[config.mk]
export PLATFORM = sky130hd
export DESIGN_NAME = ad_valid_calib
export DESIGN_NICKNAME = d
export VERILOG_FILES = /design/src/rtl/ad_valid_calib.sv
export SDC_FILE = /design/constraint.sdc
export NUM_CORES = 1
export LEC_CHECK = 0
export ABC_AREA = 1
export BUFFER_PORTS_ARGS = -buffer_cell sky130_fd_sc_hd__buf_2
export CAP_MARGIN = 25
export CORE_UTILIZATION = 65
export CTS_CLUSTER_DIAMETER = 200
export CTS_CLUSTER_SIZE = 30
export DETAILED_ROUTE_END_ITERATION = 8
export PLACE_DENSITY = 0.88
export SLEW_MARGIN = 25
export SYNTH_ARGS = -nofsm -noshare
export SYNTH_HDL_FRONTEND = slang
export SYNTH_SLANG_ARGS = --single-unit
[constraint.sdc]
create_clock -name clkcomm -period 11.1 [get_ports clkcomm]
set_input_delay 2.22 -clock clkcomm [delete_from_list [all_inputs] [get_ports clkcomm]]
set_output_delay 2.22 -clock clkcomm [all_outputs]
set_load 0.02 [all_outputs]
[src/rtl/ad_valid_calib.sv]
// Sweeps the 16 ad_valid_delay settings, scores each by raw byte bit errors and
// applies the setting with the fewest errors. All outputs are registered.
module ad_valid_calib #(
  parameter int unsigned SAMPLE_BYTES  = 1024,
  parameter int unsigned SETTLE_CYCLES = 64,
  parameter int unsigned ERR_LIMIT     = 16,
  parameter logic [3:0]  DELAY_INIT    = 4'd8
) (
  input  logic        clkcomm,
  input  logic        nRST,
  input  logic        start,
  input  logic        abort,
  input  logic        valid_raw,
  input  logic [7:0]  raw_send,
  input  logic [7:0]  raw_recv,
  output logic [3:0]  ad_valid_delay,
  output logic        comm_enable,
  output logic        busy,
  output logic        done,
  output logic [3:0]  best_delay,
  output logic [15:0] best_errors,
  output logic        fail
);

  typedef enum logic [2:0] {IDLE, SETTLE, MEASURE, EVAL, FINISH} state_t;

  localparam logic [15:0] SETTLE_LAST = 16'(SETTLE_CYCLES - 1);
  localparam logic [15:0] SAMPLE_LAST = 16'(SAMPLE_BYTES - 1);

  state_t      state_q;
  logic [15:0] cnt_q;
  logic [15:0] acc_q;
  logic [3:0]  delay_q, best_delay_q;
  logic [15:0] best_err_q;
  logic        busy_q, done_q, comm_q, fail_q;
  // Last completed-sweep results, restored if the sweep is aborted
  logic [3:0]  saved_delay_q, saved_best_delay_q;
  logic [15:0] saved_best_err_q;
  logic        saved_fail_q;

  logic [7:0]  diff_d;
  logic [3:0]  bit_err_d;
  logic [16:0] acc_sum_d;
  logic [15:0] acc_d;
  logic        better_d;
  logic [15:0] best_err_d;
  logic [3:0]  best_delay_d;

  always_comb begin
    diff_d    = raw_send ^ raw_recv;
    bit_err_d = '0;
    for (int i = 0; i < 8; i++) begin
      bit_err_d = bit_err_d + 4'(diff_d[i]);
    end
    acc_sum_d    = {1'b0, acc_q} + 17'(bit_err_d);
    acc_d        = acc_sum_d[16] ? 16'hFFFF : acc_sum_d[15:0];
    better_d     = acc_q < best_err_q;
    best_err_d   = better_d ? acc_q : best_err_q;
    best_delay_d = better_d ? delay_q : best_delay_q;
  end

  always_ff @(posedge clkcomm or negedge nRST) begin
    if (!nRST) begin
      state_q            <= IDLE;
      cnt_q              <= '0;
      acc_q              <= '0;
      delay_q            <= DELAY_INIT;
      best_delay_q       <= DELAY_INIT;
      best_err_q         <= 16'hFFFF;
      busy_q             <= 1'b0;
      done_q             <= 1'b0;
      comm_q             <= 1'b0;
      fail_q             <= 1'b0;
      saved_delay_q      <= DELAY_INIT;
      saved_best_delay_q <= DELAY_INIT;
      saved_best_err_q   <= 16'hFFFF;
      saved_fail_q       <= 1'b0;
    end else if (abort) begin
      if (state_q != IDLE && state_q != FINISH) begin
        delay_q      <= saved_delay_q;
        best_delay_q <= saved_best_delay_q;
        best_err_q   <= saved_best_err_q;
        fail_q       <= saved_fail_q;
      end
      state_q <= IDLE;
      cnt_q   <= '0;
      acc_q   <= '0;
      busy_q  <= 1'b0;
      done_q  <= 1'b0;
      comm_q  <= 1'b0;
    end else begin
      case (state_q)
        IDLE: begin
          done_q <= 1'b0;
          if (start) begin
            saved_delay_q      <= delay_q;
            saved_best_delay_q <= best_delay_q;
            saved_best_err_q   <= best_err_q;
            saved_fail_q       <= fail_q;
            state_q            <= SETTLE;
            busy_q             <= 1'b1;
            comm_q             <= 1'b1;
            delay_q            <= '0;
            acc_q              <= '0;
            cnt_q              <= '0;
            best_err_q         <= 16'hFFFF;
            best_delay_q       <= '0;
            fail_q             <= 1'b0;
          end
        end
        SETTLE: begin
          if (cnt_q == SETTLE_LAST) begin
            cnt_q   <= '0;
            state_q <= MEASURE;
          end else begin
            cnt_q <= cnt_q + 16'd1;
          end
        end
        MEASURE: begin
          if (valid_raw) begin
            acc_q <= acc_d;
            if (cnt_q == SAMPLE_LAST) begin
              cnt_q   <= '0;
              state_q <= EVAL;
              comm_q  <= 1'b0;
            end else begin
              cnt_q <= cnt_q + 16'd1;
            end
          end
        end
        EVAL: begin
          best_err_q   <= best_err_d;
          best_delay_q <= best_delay_d;
          if (delay_q == 4'd15) begin
            // Apply the winner and raise done as FINISH is entered
            state_q <= FINISH;
            delay_q <= best_delay_d;
            fail_q  <= 32'(best_err_d) > ERR_LIMIT;
            done_q  <= 1'b1;
          end else begin
            state_q <= SETTLE;
            delay_q <= delay_q + 4'd1;
            acc_q   <= '0;
            comm_q  <= 1'b1;
          end
        end
        FINISH: begin
          done_q  <= 1'b0;
          busy_q  <= 1'b0;
          state_q <= IDLE;
        end
        default: state_q <= IDLE;
      endcase
    end
  end

  assign ad_valid_delay = delay_q;
  assign comm_enable    = comm_q;
  assign busy           = busy_q;
  assign done           = done_q;
  assign best_delay     = best_delay_q;
  assign best_errors    = best_err_q;
  assign fail           = fail_q;

endmodule

==> results.cfg, run 1 <==
[outcome]
status = finished, final reports clean

[timing]
setup_tns_ns = 0
finalCritPeriodShare_pct = 55.0
slew_headroom_pct = 35.5
worst_pin_slew_ns = 0.965
finalWorstSetupSlack_ns = 5.00
finalSetupViolCount = 0
rsz0062_at_grt = no
drv_slew = 0
hold_violations = 0
post-route-min-period_ns = 6.10
max_freq_mhz = 164
skew_ns = 0.0144

[clocking]
clockBufferDepth = 2
cts_root_buf = clkbuf_8
clock_latency_ns = 0.36
h-tree-depth = 3
cts_tree = yes
postCtsHoldBufs = 0
cts_buffers = 9
clk_pin_slew_ns = 0.09
postCtsSetupBuffers = 0
cts.sinks = 88
cts_resized = 0

[place]
hpwl_um = 8380
io_buffers = 48
placedCellCount = 769
gp_congestion = 0.879
dp_slack_ns = 4.66

[route]
via_count = 4799
via_per_inst = 6.11
ant_nets = 0
routed_wirelength_um = 12500
first_iter_violations = 351
wl_per_cell_um = 15.9
dr.pass1.iters = 5
drc = 0

[critical_path]
crit_top_cell = fa_1
criticalPathCategory = input port to flip-flop
crit_required_ns = 11.40
r2r_end = acc_q[14]
critPathLaunchType = input port
crit_chain = buf_2, xor2_1, fa_1, fa_1, inv_1, fa_1, fa_1, inv_1, fa_1, a31oi_1, nor3_2, nand3_2, nor3_2, nand2_2, nor3_4, inv_1, nand2_1, o21ai_1, nand2_1
worstPathArrival_ns = 6.40
end_kind = flip-flop
r2r_cells = 17
ff2ff_setup_slack_ns = 6.65
cp_top_family = adder cells
critPathMaxStageDelay_ns = 0.56
critPathBufInv = 4
cpMaxStageDelayCell = fa_1
rr_startpoint = acc_q[0]
cp.depth = 19
path_max_fanout = 13

[die]
start_util_pct = 67.8
placementRows = 32
die_y_um = 92.2
io-pin-count = 49
core-area_mm2 = 0.00781
dieArea_mm2 = 0.00851
die-width_um = 92.2

[run]
cap_violations = 0

[cells_and_area]
drive_above_1_share_pct = 21.2
utilization_pct = 74.4
fillers = 538
final_nets = 727
seqCellArea_mm2 = 0.00225
area_growth_pct = 9.74
final_cells = 785
multi_input_area_mm2 = 0.00267
antenna_cells = 0

[synth]
synth_edf_count = 0
syn_nets = 690
syn_area_mm2 = 0.00529
async_flop_share_pct = 100
synthCells = 641
yosys_warnings = 0
yosys_register_bits = 88
ys_seq_area_share_pct = 42.4
avgSynthCellArea_um2 = 8.26
ys_types = 45
synth-main-ff-cell = dfrtp_1

[min_path]
whs_path_depth = 2
min_to = saved_best_err_q[11]
hp-class = flip-flop to flip-flop
min_from = saved_best_err_q[11]

[power]
peakVddDrop_mv = 0.128
p_leak_nw = 2.73
combPwrFrac_pct = 40.2
switchingPower_uw = 558
p_seq_share_pct = 39.5
power.density_mw_per_mm2 = 235
p_sw_share_pct = 40.9
p_int_uw = 805
power.clock.fraction_pct = 20.3
fin_total_pwr_mw = 1.36

[grt]
grt_overflow = 0
grt_max_degree = 63
grt_pass1_wl_um = 20900
grt_pass1_vias = 4582
grt_use_total_pct = 31.0
antenna_found_initial = 0
==> logic make-up (layout without fill, tap and decap cells) <==
group | Yosys count | count (layout) | synth area share [%]
AO/OA/AOI/OAI | 154 | 154 | 16.5
buffers and inverters | 91 | 133 | 7.07
AND/OR/NAND/NOR | 263 | 263 | 23.8
XOR/XNOR | 16 | 16 | 2.65
adder cells (fa/ha/maj) | 28 | 28 | 7.33
multiplexers | 1 | 1 | 0.213
flip-flops | 88 | 88 | 42.4
==> layout make-up <==
cell class / instances / area share, %
Tap cell: 102 / 2.20
Timing Repair Buffer: 50 / 4.44
Multi-Input combinational cell: 462 / 46.0
Sequential cell: 88 / 38.7
Inverter: 67 / 4.33
Clock buffer: 10 / 2.37
Clock inverter: 6 / 1.98
==> registers in the layout, summed over array words and instances, names as in the netlist, 4 cells and up <==
name                flops
acc_q                  16
best_errors            16
cnt_q                  16
saved_best_err_q       16
ad_valid_delay          4
best_delay              4
saved_best_delay_q      4
saved_delay_q           4
==> power by group through the flow <==
stage	logic (mW)	registers (mW)	clock network, mW
final	0.549	0.539	0.276
after floorplan	0.340	0.591	0
after CTS	0.546	0.537	0.275
after global placement	0.510	0.536	0
after detailed placement	0.539	0.542	0
after global routing	0.612	0.551	0.289
==> cell usage after synthesis (all sizes together) (12+ instances only) <==
master	count	area, um^2
a21oi	36	180
buf	14	85.1
dfrtp	52	1300
dfstp	36	946
ha	23	288
inv	66	248
nand2	135	524
nand3	36	200
nor2	51	245
nor3	23	163
o21ai	82	410
xor2	12	105
==> metal layers <==
layer	wire length (um)	global-route usage, %	vias up
li1	-	-	2246
met2	5950	50.1	228
met1	5390	40.8	2285
met3	819	5.80	40
met4	330	13.5	0
met5	0	0	-
==> through the flow <==
stage / instance area (um^2) / hold slack, ns
6_report: 5810 / 0.497
5_1_grt: 5810 / 0.508
4_1_cts: 5810 / 0.497
3_5_place_dp: 5560 / 0.454
3_3_place_gp: 5560 / 0.451
2_1_floorplan: 5290 / 0.453
==> how the worst max path moves through the flow <==
| stage | start | to | slack, ns |
|---|---|---|---|
| after global placement | raw_recv[0] | acc_q[14] | 4.81 |
| after CTS | raw_recv[0] | acc_q[14] | 5.00 |
| after floorplan | raw_recv[0] | acc_q[14] | 5.23 |
| final | raw_recv[0] | acc_q[14] | 5.00 |
| after detailed placement | raw_recv[0] | acc_q[10] | 4.66 |
| after global routing | raw_recv[0] | acc_q[10] | 4.68 |
==> worst reg2reg max path: stages, from the launching register on <==
cell and delay, ns:
dfrtp_1 0.45, fa_1 0.53, fa_1 0.56, inv_1 0.06, fa_1 0.50, fa_1 0.42, inv_1 0.10, fa_1 0.22
a31oi_1 0.14, nor3_2 0.20, nand3_2 0.13, nor3_2 0.20, nand2_2 0.11, nor3_4 0.46, inv_1 0.12, nand2_1 0.09
o21ai_1 0.05, nand2_1 0.06
==> cells in the final DEF, fill, tap and decap left out, types with 4 or more instances in the layout <==
cell	count
buf_2	47
nand4_1	4
inv_1	56
dfrtp_1	52
a21oi_1	36
fa_1	5
clkbuf_8	10
nand3_1	32
o21ai_1	20
nand3_2	4
nand2_1	130
o21ai_0	62
o221ai_1	9
or2_2	6
nor3_2	5
xnor2_1	4
ha_1	23
a22oi_1	7
o211ai_1	10
xor2_1	12
nor2_4	4
nor2_1	43
dfstp_2	36
inv_2	10
nor3_1	16
nand2_2	4
Note: power is estimated with default switching activity, not from simulation.
==> run 2: changes to the inputs <==
--- a/config.mk
+++ b/config.mk
@@ -5,14 +5,14 @@
 export SDC_FILE = /design/constraint.sdc
 export NUM_CORES = 1
 export LEC_CHECK = 0
-export ABC_AREA = 1
+export ABC_AREA = 0
 export BUFFER_PORTS_ARGS = -buffer_cell sky130_fd_sc_hd__buf_2
 export CAP_MARGIN = 25
-export CORE_UTILIZATION = 65
+export CORE_UTILIZATION = 54
 export CTS_CLUSTER_DIAMETER = 200
 export CTS_CLUSTER_SIZE = 30
 export DETAILED_ROUTE_END_ITERATION = 8
-export PLACE_DENSITY = 0.88
+export PLACE_DENSITY = 0.79
 export SLEW_MARGIN = 25
 export SYNTH_ARGS = -nofsm -noshare
 export SYNTH_HDL_FRONTEND = slang
==> constraint.sdc (replaced) <==
create_clock -name clkcomm -period 5.6 [get_ports clkcomm]
set_input_delay 1.12 -clock clkcomm [delete_from_list [all_inputs] [get_ports clkcomm]]
set_output_delay 1.12 -clock clkcomm [all_outputs]
set_load 0.02 [all_outputs]
==> run 2 against run 1 <==
Core utilization fell by 14 points; non-clock buffer count is 2 higher; synthesized cell count fell by 18%; worst setup slack worse by 4.2 ns; sequential power up 89%; final area fell by 4.7%; clock skew up 0.0015 ns; combinational power increased by 44%.
==> results.cfg, run 2 <==
[outcome]
status = finished, final reports clean

[synth]
synth_edf_count = 0
yosysMostFrequentCell = dfrtp_1
synth_area_leaders = dfrtp_1, dfstp_2, ha_1, o221a_1, nand2_1
avgSynthCellArea_um2 = 9.63
syn_nets = 577
syn_area_mm2 = 0.00509
async_flop_share_pct = 100
ys_top_cells_by_count = dfrtp_1, nand2_1, nor2_1, dfstp_2
ys_seq_area_share_pct = 44.2
yosysTopAreaCell = dfrtp_1
synth_top_area_share_pct = 25.6
yosys_register_bits = 88
ys_types = 60
synthCells = 528
synth-main-ff-cell = dfrtp_1
yosys_warnings = 0

[grt]
antenna_found_initial = 0
grt_pass1_vias = 3859
grt_overflow = 0
grt_max_degree = 89
grt_pass1_wl_um = 18700
grt_use_total_pct = 23.9

[timing]
finalSetupViolCount = 0
post-route-min-period_ns = 4.83
finalCritPeriodShare_pct = 86.2
hold_violations = 0
setup_tns_ns = 0
finalWorstSetupSlack_ns = 0.774
worst_pin_slew_ns = 0.769
slew_headroom_pct = 48.8
skew_ns = 0.0160
whs_ns = 0.467
rsz0062_at_grt = no
max_freq_mhz = 207
drv_slew = 0

[run]
cap_violations = 0

[critical_path]
critPathLaunchType = input port
cp.depth = 15
crit_chain = buf_2, xor2_1, fa_1, fa_1, inv_1, fa_1, fa_1, inv_1, fa_1, a211o_1, o2111ai_2, or3_1, nand2_1, nor2_1, a211oi_1
critPathMaxStageDelay_ns = 0.54
ff2ff_setup_slack_ns = 1.29
cpMaxStageDelayCell = fa_1
path_max_fanout = 7
crit_top_cell = fa_1
r2r_end = acc_q[15]
critPathBufInv = 3
end_kind = flip-flop
criticalPathCategory = input port to flip-flop
worstPathArrival_ns = 5.10
crit_start = raw_recv[0]
cp_top_family = adder cells
crit_end = acc_q[15]
crit_required_ns = 5.87
rr_startpoint = acc_q[0]
r2r_cells = 13

[clocking]
clockBufferDepth = 2
cts_tree = yes
clk_pin_slew_ns = 0.09
cts_resized = 0
postCtsSetupBuffers = 0
cts_root_buf = clkbuf_8
cts.sinks = 88
clock_latency_ns = 0.36
cts_buffers = 9
h-tree-depth = 3
postCtsHoldBufs = 0

[cells_and_area]
area_growth_pct = 8.81
fillers = 781
utilization_pct = 60.2
drive_above_1_share_pct = 20.0
final_common_cell = dfrtp_1
seqCellArea_mm2 = 0.00225
design_area_mm2 = 0.00553
final_cell_mix = dfrtp_1, nand2_1, buf_2
final_nets = 610
final_cells = 677
antenna_cells = 0
multi_input_area_mm2 = 0.00258

[route]
via_count = 4137
via_per_inst = 6.11
wl_per_cell_um = 16.1
routed_wirelength_um = 10900
dr.pass1.iters = 5
drc = 0
first_iter_violations = 193
ant_nets = 0

[power]
peakVddDrop_mv = 0.164
fin_total_pwr_mw = 2.25
power.density_mw_per_mm2 = 407
p_leak_nw = 2.52

[die]
core-area_mm2 = 0.00920
die-width_um = 99.1
io-pin-count = 49
start_util_pct = 55.3
dieArea_mm2 = 0.00981
placementRows = 35
die_y_um = 99.1

[place]
gp_congestion = 0.851
placed_cell_area_mm2 = 0.00535
placedCellCount = 661
hpwl_um = 7500
dp_slack_ns = 0.395
io_buffers = 48

[min_path]
min_from = saved_best_err_q[10]
hp-class = flip-flop to flip-flop
## run 2: kinds of logic after synthesis
| logic type | after synthesis | share of synthesized area [%] |
|---|---|---|
| simple gates | 177 | 17.3 |
| compound gates | 146 | 20.2 |
| flops | 88 | 44.2 |
| buf+inv | 59 | 5.17 |
| fa+ha+maj | 28 | 7.63 |
| xor+xnor | 21 | 3.62 |
| mux | 9 | 1.94 |
## run 2: worst min path at each step
stage / slack (ns) / endpoint / cells after the start
2_1_floorplan: 0.44 / saved_best_err_q[10] / 2
3_3_place_gp: 0.45 / saved_best_err_q[14] / 2
3_5_place_dp: 0.45 / saved_best_err_q[10] / 2
4_1_cts: 0.47 / saved_best_err_q[10] / 2
5_1_grt: 0.48 / saved_best_err_q[14] / 2
6_report: 0.47 / saved_best_err_q[10] / 2
## run 2: final cells by class
| cell class | count | area share (%) |
|---|---|---|
| Timing Repair Buffer | 52 | 5.00 |
| Clock buffer | 11 | 2.37 |
| Tap cell | 111 | 2.51 |
| Sequential cell | 88 | 40.6 |
| Clock inverter | 5 | 0.995 |
| Inverter | 29 | 1.97 |
| Multi-Input combinational cell | 381 | 46.6 |
## run 2: worst min-delay path, stage by stage, from the launching register on
cell,delay (ns)
dfstp_2,0.37
nand2_1,0.04
o21ai_1,0.05
## run 2: power breakdown
group          total [mW]  switching (mW)  internal, mW
Combinational       0.792           0.467         0.325
Clock               0.439           0.231         0.207
Sequential           1.02           0.147         0.873
Total                2.25           0.845          1.41
## run 2: per-layer routing
metal / vias up / global-route usage [%] / wire (um)
met2: 123 / 39.3 / 5200
li1: 1981 / - / -
met5: - / 0 / 0
met3: 11 / 4.33 / 529
met4: 0 / 6.67 / 125
met1: 2022 / 32.6 / 5020
==> run 3: changes to the inputs <==
--- a/config.mk
+++ b/config.mk
@@ -8,7 +8,9 @@
 export ABC_AREA = 0
 export BUFFER_PORTS_ARGS = -buffer_cell sky130_fd_sc_hd__buf_2
 export CAP_MARGIN = 25
+export CORE_MARGIN = 10
 export CORE_UTILIZATION = 54
+export CTS_BUF_LIST = sky130_fd_sc_hd__clkbuf_16
 export CTS_CLUSTER_DIAMETER = 200
 export CTS_CLUSTER_SIZE = 30
 export DETAILED_ROUTE_END_ITERATION = 8
==> run 3 against run 2 <==
Final cell count is the same; combinational power rose by 2%; die area up 40%; maximum frequency down 0.21%; critical path depth stayed put; final area up 1.9%; worst setup slack worse by 0.010 ns; global-route usage down 5.7 points.
==> results.cfg, run 3 (synthesized netlist as in run 2, its figures left out) <==
[outcome]
status = finished, final reports clean

[cells_and_area]
final_common_cell = dfrtp_1
final_nets = 610
area_growth_pct = 10.8
drive_above_1_share_pct = 19.8
design_area_mm2 = 0.00564
final_cell_mix = dfrtp_1, nand2_1, buf_2
utilization_pct = 61.3
antenna_cells = 0

[timing]
worst_pin_slew_ns = 0.781
finalCritPeriodShare_pct = 86.4
rsz0062_at_grt = no
max_freq_mhz = 207
hold_violations = 0
finalSetupViolCount = 0
drv_slew = 0
post-route-min-period_ns = 4.84
slew_headroom_pct = 47.9
setup_tns_ns = 0
skew_ns = 0.00982

[critical_path]
worstPathArrival_ns = 5.08
critPathLaunchType = input port
crit_required_ns = 5.84
cpMaxStageDelayCell = fa_1
end_kind = flip-flop
crit_top_cell = fa_1
crit_chain = buf_2, xor2_1, fa_1, fa_1, inv_1, fa_1, fa_1, inv_1, fa_1, a211o_1, o2111ai_2, or3_1, nand2_1, nor2_1, a211oi_1
critPathMaxStageDelay_ns = 0.54
criticalPathCategory = input port to flip-flop
path_max_fanout = 7

[clocking]
cts.sinks = 88
cts_tree = yes
cts_root_buf = clkbuf_16
clock_latency_ns = 0.34
cts_buffers = 9
h-tree-depth = 3
postCtsHoldBufs = 0
postCtsSetupBuffers = 0
clockBufferDepth = 2
cts_resized = 0
clk_pin_slew_ns = 0.06

[route]
via_count = 4144
wl_per_cell_um = 17.2
routed_wirelength_um = 11700
ant_nets = 0
first_iter_violations = 424
drc = 0
via_per_inst = 6.12
dr.pass1.iters = 4

[place]
gp_congestion = 0.857
io_buffers = 48
placed_cell_area_mm2 = 0.00535
hpwl_um = 8140

[die]
placementRows = 35
core-area_mm2 = 0.00920
dieArea_mm2 = 0.0137
die_y_um = 117
start_util_pct = 55.3
io-pin-count = 49
die-width_um = 117

[grt]
grt_pass1_wl_um = 20200
grt_max_degree = 89
grt_pass1_vias = 4265
antenna_found_initial = 0
grt_overflow = 0
grt_use_total_pct = 18.2

[power]
power.density_mw_per_mm2 = 429
peakVddDrop_mv = 0.165
p_leak_nw = 2.57
fin_total_pwr_mw = 2.42

[min_path]
hp-class = flip-flop to flip-flop

[run]
cap_violations = 0
## run 3: final cells by class
cell class                      instances  area (um^2)
Timing Repair Buffer                   52          277
Inverter                               29          109
Fill cell                             758         3560
Clock inverter                          7         65.1
Multi-Input combinational cell        381         2580
Clock buffer                            9          225
Sequential cell                        88         2250
Tap cell                              111          139
## run 3: worst paths after layout
check | from | endpoint | slack (ns) | cells after the start
max | raw_recv[0] | acc_q[13] | 0.76 | 15
min | saved_best_err_q[15] | saved_best_err_q[15] | 0.46 | 2
max reg2reg | acc_q[0] | acc_q[13] | 1.32 | 13
min reg2reg | saved_best_err_q[15] | saved_best_err_q[15] | 0.46 | 2
max in group asynchronous | nRST | acc_q[5] | 4.23 | 1
min in group asynchronous | nRST | saved_delay_q[2] | 0.83 | 1
## run 3: power breakdown
part	switching, mW	internal, mW	leakage, nW
sequential	0.145	0.874	1.10
clock	0.247	0.342	0.142
combinational	0.482	0.327	1.33
total	0.874	1.54	2.57
## run 3: worst max-delay path: cells and delay by family
family / cells / cell delay [ns]
adders and majority gates: 5 / 2.19
AOI/OAI and AO/OA: 3 / 0.58
and+or+nand+nor: 3 / 0.75
xor gates and xnor gates: 1 / 0.19
buffers and inverters: 3 / 0.23
## run 3: through the flow
stage / std cells / hold WS [ns] / worst slack, ns
6_report: 677 / 0.462 / 0.764
5_1_grt: 677 / 0.482 / 0.522
4_1_cts: 677 / 0.464 / 0.743
3_5_place_dp: 661 / 0.455 / 0.398
3_3_place_gp: 661 / 0.451 / 0.515
2_1_floorplan: 528 / 0.442 / 0.780
## run 3: routing by layer
layer / part of all wire (%) / up-vias / track usage [%]
met5: 0 / - / 0
met4: 1.5 / 0 / 6.43
met3: 5.6 / 14 / 3.62
met2: 47 / 111 / 29.9
met1: 46 / 2042 / 23.3
li1: - / 1977 / -
